$ cat src/rtl/seq_magnitude_comparator_if.sv
// Handshake and operand/result bundle for the bit-serial magnitude comparator.
// The master issues start and operands; the slave (the comparator) returns
// busy/done and the registered L/E/G/count result.
interface seq_magnitude_comparator_if #(
    parameter int WIDTH = 32,
    parameter int DIGIT = 1
);
    localparam int NCHUNK = (DIGIT > 0) ? (WIDTH / DIGIT) : 1;
    localparam int CNT_W  = $clog2(NCHUNK) + 1;

    logic             start;
    logic [WIDTH-1:0] inp1;
    logic [WIDTH-1:0] inp2;
    logic             is_signed;
    logic             busy;
    logic             done;
    logic             L;
    logic             E;
    logic             G;
    logic [CNT_W-1:0] count;

    modport master (
        output start, inp1, inp2, is_signed,
        input  busy, done, L, E, G, count
    );

    modport slave (
        input  start, inp1, inp2, is_signed,
        output busy, done, L, E, G, count
    );
endinterface

$ cat src/rtl/seq_magnitude_comparator.sv
// Bit-serial MSB-first magnitude comparator, DIGIT bits per cycle, with an
// optional two's-complement mode and early termination at the first differing
// digit. Results are registered and held until the next accepted start.
module seq_magnitude_comparator #(
    parameter int WIDTH = 32,
    parameter int DIGIT = 1
) (
    input  logic                          clk,
    input  logic                          reset,
    seq_magnitude_comparator_if.slave     cmp
);
    localparam int NCHUNK = (DIGIT > 0) ? (WIDTH / DIGIT) : 1;
    localparam int CNT_W  = $clog2(NCHUNK) + 1;

    // Reject operand widths that do not split into whole digits.
    if (WIDTH < 1 || DIGIT < 1 || (WIDTH % DIGIT) != 0) begin : g_param_check
        $error("seq_magnitude_comparator: DIGIT must be >= 1 and divide WIDTH");
    end

    typedef enum logic {
        S_IDLE    = 1'b0,
        S_COMPARE = 1'b1
    } state_t;

    state_t           r_state;
    logic [WIDTH-1:0] r_sa;
    logic [WIDTH-1:0] r_sb;
    logic [CNT_W-1:0] r_remaining;
    logic [CNT_W-1:0] r_count;
    logic             r_busy;
    logic             r_done;
    logic             r_l;
    logic             r_e;
    logic             r_g;

    logic [WIDTH-1:0] w_sign_mask;
    logic [DIGIT-1:0] w_da;
    logic [DIGIT-1:0] w_db;

    // Flipping the sign bit of both operands turns a signed order into an
    // unsigned order, so the digit datapath never needs to know the mode.
    assign w_sign_mask = cmp.is_signed ? (WIDTH'(1) << (WIDTH - 1)) : '0;

    // Current most-significant digit of each operand.
    assign w_da = r_sa[WIDTH-1 -: DIGIT];
    assign w_db = r_sb[WIDTH-1 -: DIGIT];

    // Control FSM and datapath: load on start, resolve one digit per cycle.
    always_ff @(posedge clk or posedge reset) begin
        if (reset) begin
            r_state     <= S_IDLE;
            r_sa        <= '0;
            r_sb        <= '0;
            r_remaining <= '0;
            r_count     <= '0;
            r_busy      <= 1'b0;
            r_done      <= 1'b0;
            r_l         <= 1'b0;
            r_e         <= 1'b0;
            r_g         <= 1'b0;
        end else begin
            r_done <= 1'b0;
            case (r_state)
                S_IDLE: begin
                    if (cmp.start) begin
                        r_sa        <= cmp.inp1 ^ w_sign_mask;
                        r_sb        <= cmp.inp2 ^ w_sign_mask;
                        r_l         <= 1'b0;
                        r_e         <= 1'b0;
                        r_g         <= 1'b0;
                        r_count     <= '0;
                        r_remaining <= CNT_W'(NCHUNK);
                        r_busy      <= 1'b1;
                        r_state     <= S_COMPARE;
                    end
                end
                S_COMPARE: begin
                    r_count <= r_count + CNT_W'(1);
                    if (w_da != w_db) begin
                        // First differing digit decides the order.
                        r_l     <= (w_da < w_db);
                        r_g     <= (w_da > w_db);
                        r_busy  <= 1'b0;
                        r_done  <= 1'b1;
                        r_state <= S_IDLE;
                    end else if (r_remaining == CNT_W'(1)) begin
                        r_e     <= 1'b1;
                        r_busy  <= 1'b0;
                        r_done  <= 1'b1;
                        r_state <= S_IDLE;
                    end else begin
                        r_sa        <= r_sa << DIGIT;
                        r_sb        <= r_sb << DIGIT;
                        r_remaining <= r_remaining - CNT_W'(1);
                    end
                end
                default: r_state <= S_IDLE;
            endcase
        end
    end

    assign cmp.busy  = r_busy;
    assign cmp.done  = r_done;
    assign cmp.L     = r_l;
    assign cmp.E     = r_e;
    assign cmp.G     = r_g;
    assign cmp.count = r_count;
endmodule
$ cat src/flat_wrapper.sv
// flat-port wrapper written by rule: the top's interface ports become plain ports
module seq_magnitude_comparator_flat 
#(
    parameter int WIDTH = 32,
    parameter int DIGIT = 1
)
  (clk, reset, cmp_start, cmp_inp1, cmp_inp2, cmp_is_signed, cmp_busy, cmp_done, cmp_L, cmp_E, cmp_G, cmp_count);
  seq_magnitude_comparator_if #(.WIDTH(WIDTH), .DIGIT(DIGIT)) cmp_i ();
  input  logic clk;
  input  logic reset;
  input wire logic [$bits(cmp_i.start)-1:0] cmp_start;
  input wire logic [$bits(cmp_i.inp1)-1:0] cmp_inp1;
  input wire logic [$bits(cmp_i.inp2)-1:0] cmp_inp2;
  input wire logic [$bits(cmp_i.is_signed)-1:0] cmp_is_signed;
  output wire logic [$bits(cmp_i.busy)-1:0] cmp_busy;
  output wire logic [$bits(cmp_i.done)-1:0] cmp_done;
  output wire logic [$bits(cmp_i.L)-1:0] cmp_L;
  output wire logic [$bits(cmp_i.E)-1:0] cmp_E;
  output wire logic [$bits(cmp_i.G)-1:0] cmp_G;
  output wire logic [$bits(cmp_i.count)-1:0] cmp_count;
  assign cmp_i.start = cmp_start;
  assign cmp_i.inp1 = cmp_inp1;
  assign cmp_i.inp2 = cmp_inp2;
  assign cmp_i.is_signed = cmp_is_signed;
  assign cmp_busy = cmp_i.busy;
  assign cmp_done = cmp_i.done;
  assign cmp_L = cmp_i.L;
  assign cmp_E = cmp_i.E;
  assign cmp_G = cmp_i.G;
  assign cmp_count = cmp_i.count;
  seq_magnitude_comparator #(.WIDTH(WIDTH), .DIGIT(DIGIT)) u_core (.clk(clk), .reset(reset), .cmp(cmp_i));
endmodule
$ cat config.mk
export PLATFORM = sky130hd
export DESIGN_NAME = seq_magnitude_comparator_flat
export DESIGN_NICKNAME = d
export VERILOG_FILES = /design/src/rtl/seq_magnitude_comparator_if.sv /design/src/rtl/seq_magnitude_comparator.sv /design/src/flat_wrapper.sv
export SDC_FILE = /design/constraint.sdc
export NUM_CORES = 1
export LEC_CHECK = 0
export ABC_AREA = 0
export BUFFER_PORTS_ARGS = -buffer_cell sky130_fd_sc_hd__buf_2
export CORE_MARGIN = 10
export CORE_UTILIZATION = 45
export DETAILED_ROUTE_END_ITERATION = 10
export PLACE_DENSITY = 0.67
export SLEW_MARGIN = 20
export SYNTH_ARGS = -nofsm -noshare
export SYNTH_HDL_FRONTEND = slang
export SYNTH_SLANG_ARGS = --single-unit
$ cat constraint.sdc
create_clock -name clk -period 2.8 [get_ports clk]
set_input_delay 0.14 -clock clk [delete_from_list [all_inputs] [get_ports clk]]
set_output_delay 0.14 -clock clk [all_outputs]
set_load 0.005 [all_outputs]
==> results.yml, run 1 <==
clock_tree:
  cts_buffers: 9
  cts_buffer_depth: 2
  post_cts_resized: 0
  postCtsSetupBuffers: 0
  htreeDepth: 3
  clk_pin_slew_ns: 0.07
  clk_latency_ns: 0.35
  clock-sinks: 82
  cts_root_buffer: "clkbuf_8"
  cts_tree: "yes"
synth:
  seq_area_frac_synth_pct: 50.29
  synth_top_area_share_pct: 50.29
  synth.area.top_cells: "dfrtp_1, mux2_2, mux2_1, buf_6, ha_1"
  yosys-top-cells-count: "mux2_2, dfrtp_1, nand2_1"
  yosys.cell_count.top_type: "mux2_2"
  ys_ff_latch: 82
  async_reset_ff_share_pct: 100.0
  yosysWarnings: 0
  yosysTopAreaCell: "dfrtp_1"
  synth_ff_type: "dfrtp_1"
  synthDistinctLibCells: 34
  avgSynthCellArea_sq_um: 13.60
  syn_inst: 300
  synth-edff-count: 0
  syn-cell-area_sq_um: 4080
  syn-num-nets: 373
worst_setup_path:
  worst_ep_required_time_ns: 3.03
  critPathCaptureType: "flop"
  reg2reg_from: "u_core.r_sb[31]"
  cp_num_buf_inv: 2
  start_kind: "flop"
  cp_slowest_cell: "buf_4"
  critPathTopFamily: "multiplexers"
  timing.reg2reg.worst_path_depth: 6
  cp_max_fo: 43
  criticalPathCategory: "reg -> reg"
  rr_endpoint: "u_core.r_sb[27]"
  worstPathCellList: "inv_1 > ha_1 > mux2i_1 > a31oi_4 > buf_4 > mux2_2"
  crit_arrival_ns: 2.44
  cpPeakStageDelay_ns: 0.47
  regToRegSetupSlack_ns: 0.59
floorplan:
  std_cell_rows: 34
  start_util_pct: 46.56
  io_pins: 79
  coreArea_sq_um: 8763
  fp.dieH_microns: 115.2
  die_w_microns: 115.2
  die-area_sq_um: 13280
final_layout:
  diodes: 0
  finalNonFillerCells: 492
  fillCellCount: 769
  drive_gt1_share_pct: 57.03
  final_area_sq_um: 4805
  fin_nets: 453
  area_growth_pct: 17.76
route:
  ant_nets: 0
  post_drt_wl_per_cell_microns: 16.07
  dr.pass1.iters: 4
  viasPerCell: 5.126
  via_count: 2522
  drc_errors: 0
  drt_iter0_drc: 57
  drt-total-wl_mm: 7.904
power:
  powerDensity_nw_per_um2: 1198
  p_switching_w: 0.001794
  finalPower_w: 0.005756
  max-vdd-ir-drop_v: 0.0004446
  power.leakage_nw: 2.172
  clockPowerShare_pct: 17.3
  swShare_pct: 31.17
  pwr-share-comb_pct: 45.0
  power_frac_seq_pct: 37.7
  p_int_w: 0.003962
min_path:
  min_to: "u_core.r_sb[0]"
  hold_path.class: "in -> reg"
  hold_depth: 3
  hp-start: "cmp_inp2[0]"
timing:
  hold_viol_final: 0
  finalMaxSlewViolations: 0
  worst-slew-pin-transition_ns: 0.8699
  max_freq_mhz: 451.9
  rsz0062_at_grt: "no"
  min_period_ns: 2.213
  slew_headroom_pct: 41.94
  whs_ns: 0.03627
  finalSetupViolCount: 0
  fin_tns_setup_ns: 0
  skew_ns: 0.01025
  fin_crit_sh_pct: 79.04
outcome:
  status: "finished clean"
global_routing:
  grt_pass1_vias: 2767
  grt_pass1_wl_mm: 13.54
  grt_use_total_pct: 12.55
  grt_max_degree: 51
  antenna_found_initial: 0
  overflow: 0
placed_design:
  numPortBuffers: 78
  placed_area_sq_um: 4553
  dp_cells: 475
  place_hpwl_mm: 5.700
  place.gp.congestion: 0.7743
job:
  cap_violations: 0
==> per-layer routing <==
layer / share of wire, % / GRT usage, % / wire length (microns) / up-vias
li1: - / - / - / 1244
met5: 0 / 0 / 0 / -
met1: 45 / 15.89 / 3545 / 1217
met3: 5.7 / 3.385 / 450 / 9
met2: 48 / 19.48 / 3781 / 52
met4: 1.6 / 5.941 / 126 / 0
==> cells by family after synthesis <==
group,count (synthesis),share of synthesized area [%]
compound gates,25,4.385
xor+xnor,2,0.4294
fa+ha+maj,5,1.533
buf+inv,24,3.465
flops,82,50.29
mux,129,35.48
simple gates,33,4.416
==> flip-flops by register name, indices dropped and copies added, names as in the netlist, 6 cells and up <==
| register | cells |
|---|---|
| u_core.cmp.count | 6 |
| u_core.r_remaining | 6 |
| u_core.r_sa | 32 |
| u_core.r_sb | 32 |
==> power groups by stage <==
stage                     logic [W]  clock network [W]  registers (W)
after floorplan             0.00238                  0        0.00203
after global placement      0.00255                  0        0.00218
after detailed placement    0.00263                  0        0.00220
after CTS                   0.00264            0.00103        0.00218
after global routing        0.00288            0.00108        0.00226
final                       0.00259           0.000996        0.00217
==> metrics by stage <==
| stage | util [%] | worst slack (ns) |
|---|---|---|
| after CTS | 54.83 | 0.5606 |
| after floorplan | - | 0.5516 |
| after detailed placement | 51.96 | 0.6019 |
| after global placement | 51.96 | 0.6512 |
| after global routing | 54.83 | 0.4787 |
| final | 54.83 | 0.5869 |
==> layout make-up <==
type	count	area (sq um)	share of cell area, %
clock buffer	10	127.6	2.656
clock inverter	5	103.9	2.161
inverter	7	27.53	0.5729
multi-input combinational	194	1887	39.27
sequential	82	2056	42.79
tap	108	135.1	2.813
timing repair buffer	86	467.9	9.740
==> what timing repair did <==
item / CTS / global route
setup endpoints to repair: 0 / 0
hold endpoints to repair: 50 / 0
hold buffers: 2 / 0
==> cells in the final DEF (no fill, tap or decap), drive strengths merged, types with 2 or more instances in the layout <==
master       synthesis  routed
clkbuf               2      10
nor2                 3       3
a31oi                2       2
or3                  3       3
nand4                2       2
dfrtp               82      82
nor2b                3       3
clkinv               0       3
a22o                 2       2
nand2b               3       3
nor3                 2       2
bufinv               0       3
mux2               125     125
nand2               11      11
dlygate4sd3          0       2
buf                 15      84
a21oi                2       2
o211ai               2       2
nand3                4       4
xnor2                2       2
o21ai                9       9
mux2i                4       4
ha                   5       5
o31ai                3       3
inv                  7       6
==> worst min-delay path, delay by kind of cell <==
family	cells	cell delay, ns
AOI/OAI and AO/OA	1	0.06
buffers and inverters	1	0.09
and+or+nand+nor	1	0.04
==> how the worst max path moves through the flow <==
stage                    startpoint               to  slack [ns]  depth (start not counted)
finish              u_core.r_sb[31]  u_core.r_sb[27]        0.59                          6
global route        u_core.r_sb[31]  u_core.r_sb[21]        0.48                          6
CTS                 u_core.r_sb[31]  u_core.r_sb[21]        0.56                          6
detailed placement  u_core.r_sb[31]  u_core.r_sb[21]        0.60                          6
global placement    u_core.r_sb[31]  u_core.r_sb[17]        0.65                          6
floorplan                     reset     u_core.cmp.E        0.55                          1
(Power assumes the default switching activity.)
==> run 2: changes to the inputs <==
==> constraint.sdc (replaced) <==
create_clock -name clk -period 2.1 [get_ports clk]
set_input_delay 0.105 -clock clk [delete_from_list [all_inputs] [get_ports clk]]
set_output_delay 0.105 -clock clk [all_outputs]
set_load 0.005 [all_outputs]
==> results.yml, run 2 (synthesis results as in run 1) <==
worst_setup_path:
  reg2reg_from: "u_core.r_remaining[0]"
  rr_endpoint: "u_core.r_sa[17]"
  start_kind: "flop"
  cp_max_fo: 38
  criticalPathCategory: "reg -> reg"
  timing.reg2reg.worst_path_depth: 5
  worst_ep_required_time_ns: 2.32
  critPathCaptureType: "flop"
  crit_arrival_ns: 2.07
  regToRegSetupSlack_ns: 0.25
timing:
  finalSetupViolCount: 0
  hold_viol_final: 0
  fin_ws_ns: 0.2541
  fin_tns_setup_ns: 0
  rsz0062_at_grt: "no"
  finalMaxSlewViolations: 0
  fin_crit_sh_pct: 87.90
  max_freq_mhz: 541.7
  slew_headroom_pct: 58.38
  worst-slew-pin-transition_ns: 0.6229
  min_period_ns: 1.846
  skew_ns: 0.01082
power:
  swShare_pct: 31.96
  p_int_w: 0.005159
  max-vdd-ir-drop_v: 0.0005261
  powerDensity_nw_per_um2: 1569
  clockPowerShare_pct: 14.5
  power.leakage_nw: 2.173
  pwr-share-comb_pct: 48.7
  p_switching_w: 0.002423
  power_frac_seq_pct: 36.8
final_layout:
  layout.cells.most_common: "mux2_2"
  diodes: 0
  fin_nets: 457
  reg.largest.list: "u_core.r_sa (32), u_core.r_sb (32)"
  finalNonFillerCells: 497
  drive_gt1_share_pct: 57.07
  most-common-layout-cells: "mux2_2, dfrtp_1, buf_2"
  area_growth_pct: 18.43
  post-route-util_pct: 55.14
clock_tree:
  cts_tree: "yes"
  cts_buffer_depth: 2
  clock-sinks: 82
  clk_latency_ns: 0.34
  clk_pin_slew_ns: 0.08
  htreeDepth: 3
  cts_root_buffer: "clkbuf_8"
  cts_buffers: 9
  post_cts_resized: 0
outcome:
  status: "finished clean"
min_path:
  hold_path.class: "in -> reg"
  min_to: "u_core.cmp.count[1]"
  hp-start: "cmp_start"
  hold_depth: 2
global_routing:
  grt_pass1_wl_mm: 13.51
  antenna_found_initial: 0
  overflow: 0
  grt_use_total_pct: 12.49
  grt_pass1_vias: 2817
  grt_max_degree: 39
route:
  ant_nets: 0
  drt_iter0_drc: 59
  post_drt_wl_per_cell_microns: 15.91
  drt-total-wl_mm: 7.905
  drc_errors: 0
  via_count: 2549
  viasPerCell: 5.129
  dr.pass1.iters: 4
placed_design:
  place_ws_ns: 0.2480
  numPortBuffers: 78
  dp_cells: 478
  place.gp.congestion: 0.7380
  place_hpwl_mm: 5.699
floorplan:
  std_cell_rows: 34
  coreArea_sq_um: 8763
  die-area_sq_um: 13280
  die_w_microns: 115.2
  start_util_pct: 46.56
  io_pins: 79
  fp.dieH_microns: 115.2
job:
  cap_violations: 0
-- run 2: worst max-delay path by stage --
stage,from,endpoint,slack (ns)
6_report,u_core.r_remaining[0],u_core.r_sa[17],0.25
5_1_grt,u_core.r_sb[31],u_core.r_sa[17],0.14
4_1_cts,u_core.r_remaining[0],u_core.r_sa[17],0.24
3_5_place_dp,u_core.r_remaining[0],u_core.r_sa[17],0.25
3_3_place_gp,u_core.r_remaining[0],u_core.r_sa[22],0.30
2_1_floorplan,u_core.r_sb[31],u_core.r_sa[30],0.22
-- run 2: metal layers --
layer / GRT usage [%] / vias to the layer above / routed length, microns
met3: 3.594 / 11 / 420
met1: 14.81 / 1242 / 3454
met5: 0 / - / 0
met2: 20.65 / 45 / 3897
li1: - / 1251 / -
met4: 5.446 / 0 / 131
-- run 2: metrics by stage --
stage	area (sq um)	total power, W	hold slack [ns]
4_1_cts	4832	0.007723	0.02537
3_3_place_gp	4616	0.006430	0.2290
2_1_floorplan	4084	0.005882	0.2123
5_1_grt	4832	0.008228	0.04263
6_report	4832	0.007583	0.03647
3_5_place_dp	4616	0.006584	0.2330
-- run 2: what timing repair did --
item	CTS	global route
setup buffers	0	0
hold buffers	3	0
hold endpoints to repair	26	0
-- run 2: power groups by stage --
stage,Combinational [W],Clock [W],Sequential (W)
final,0.00369,0.00110,0.00279
after global placement,0.00363,0,0.00280
after floorplan,0.00318,0,0.00270
after global routing,0.00409,0.00123,0.00291
after CTS,0.00377,0.00115,0.00281
after detailed placement,0.00375,0,0.00284
-- run 2: area by class of cell --
class                   instances  area (sq um)
clock buffers                  11         131.4
clock inverters                 5         55.05
fillers                       769          3931
inverters                       7         30.03
multi-input cells             194          1887
flip-flops and latches         82          2056
well taps                     108         135.1
repair buffers                 90         538.0
-- run 2: worst max-delay path: stages, from the launching register on --
cell and delay [ns]:
dfrtp_1 0.42, ha_1 0.23, nor2b_1 0.18, a31oi_4 0.26, buf_12 0.26, mux2_2 0.37
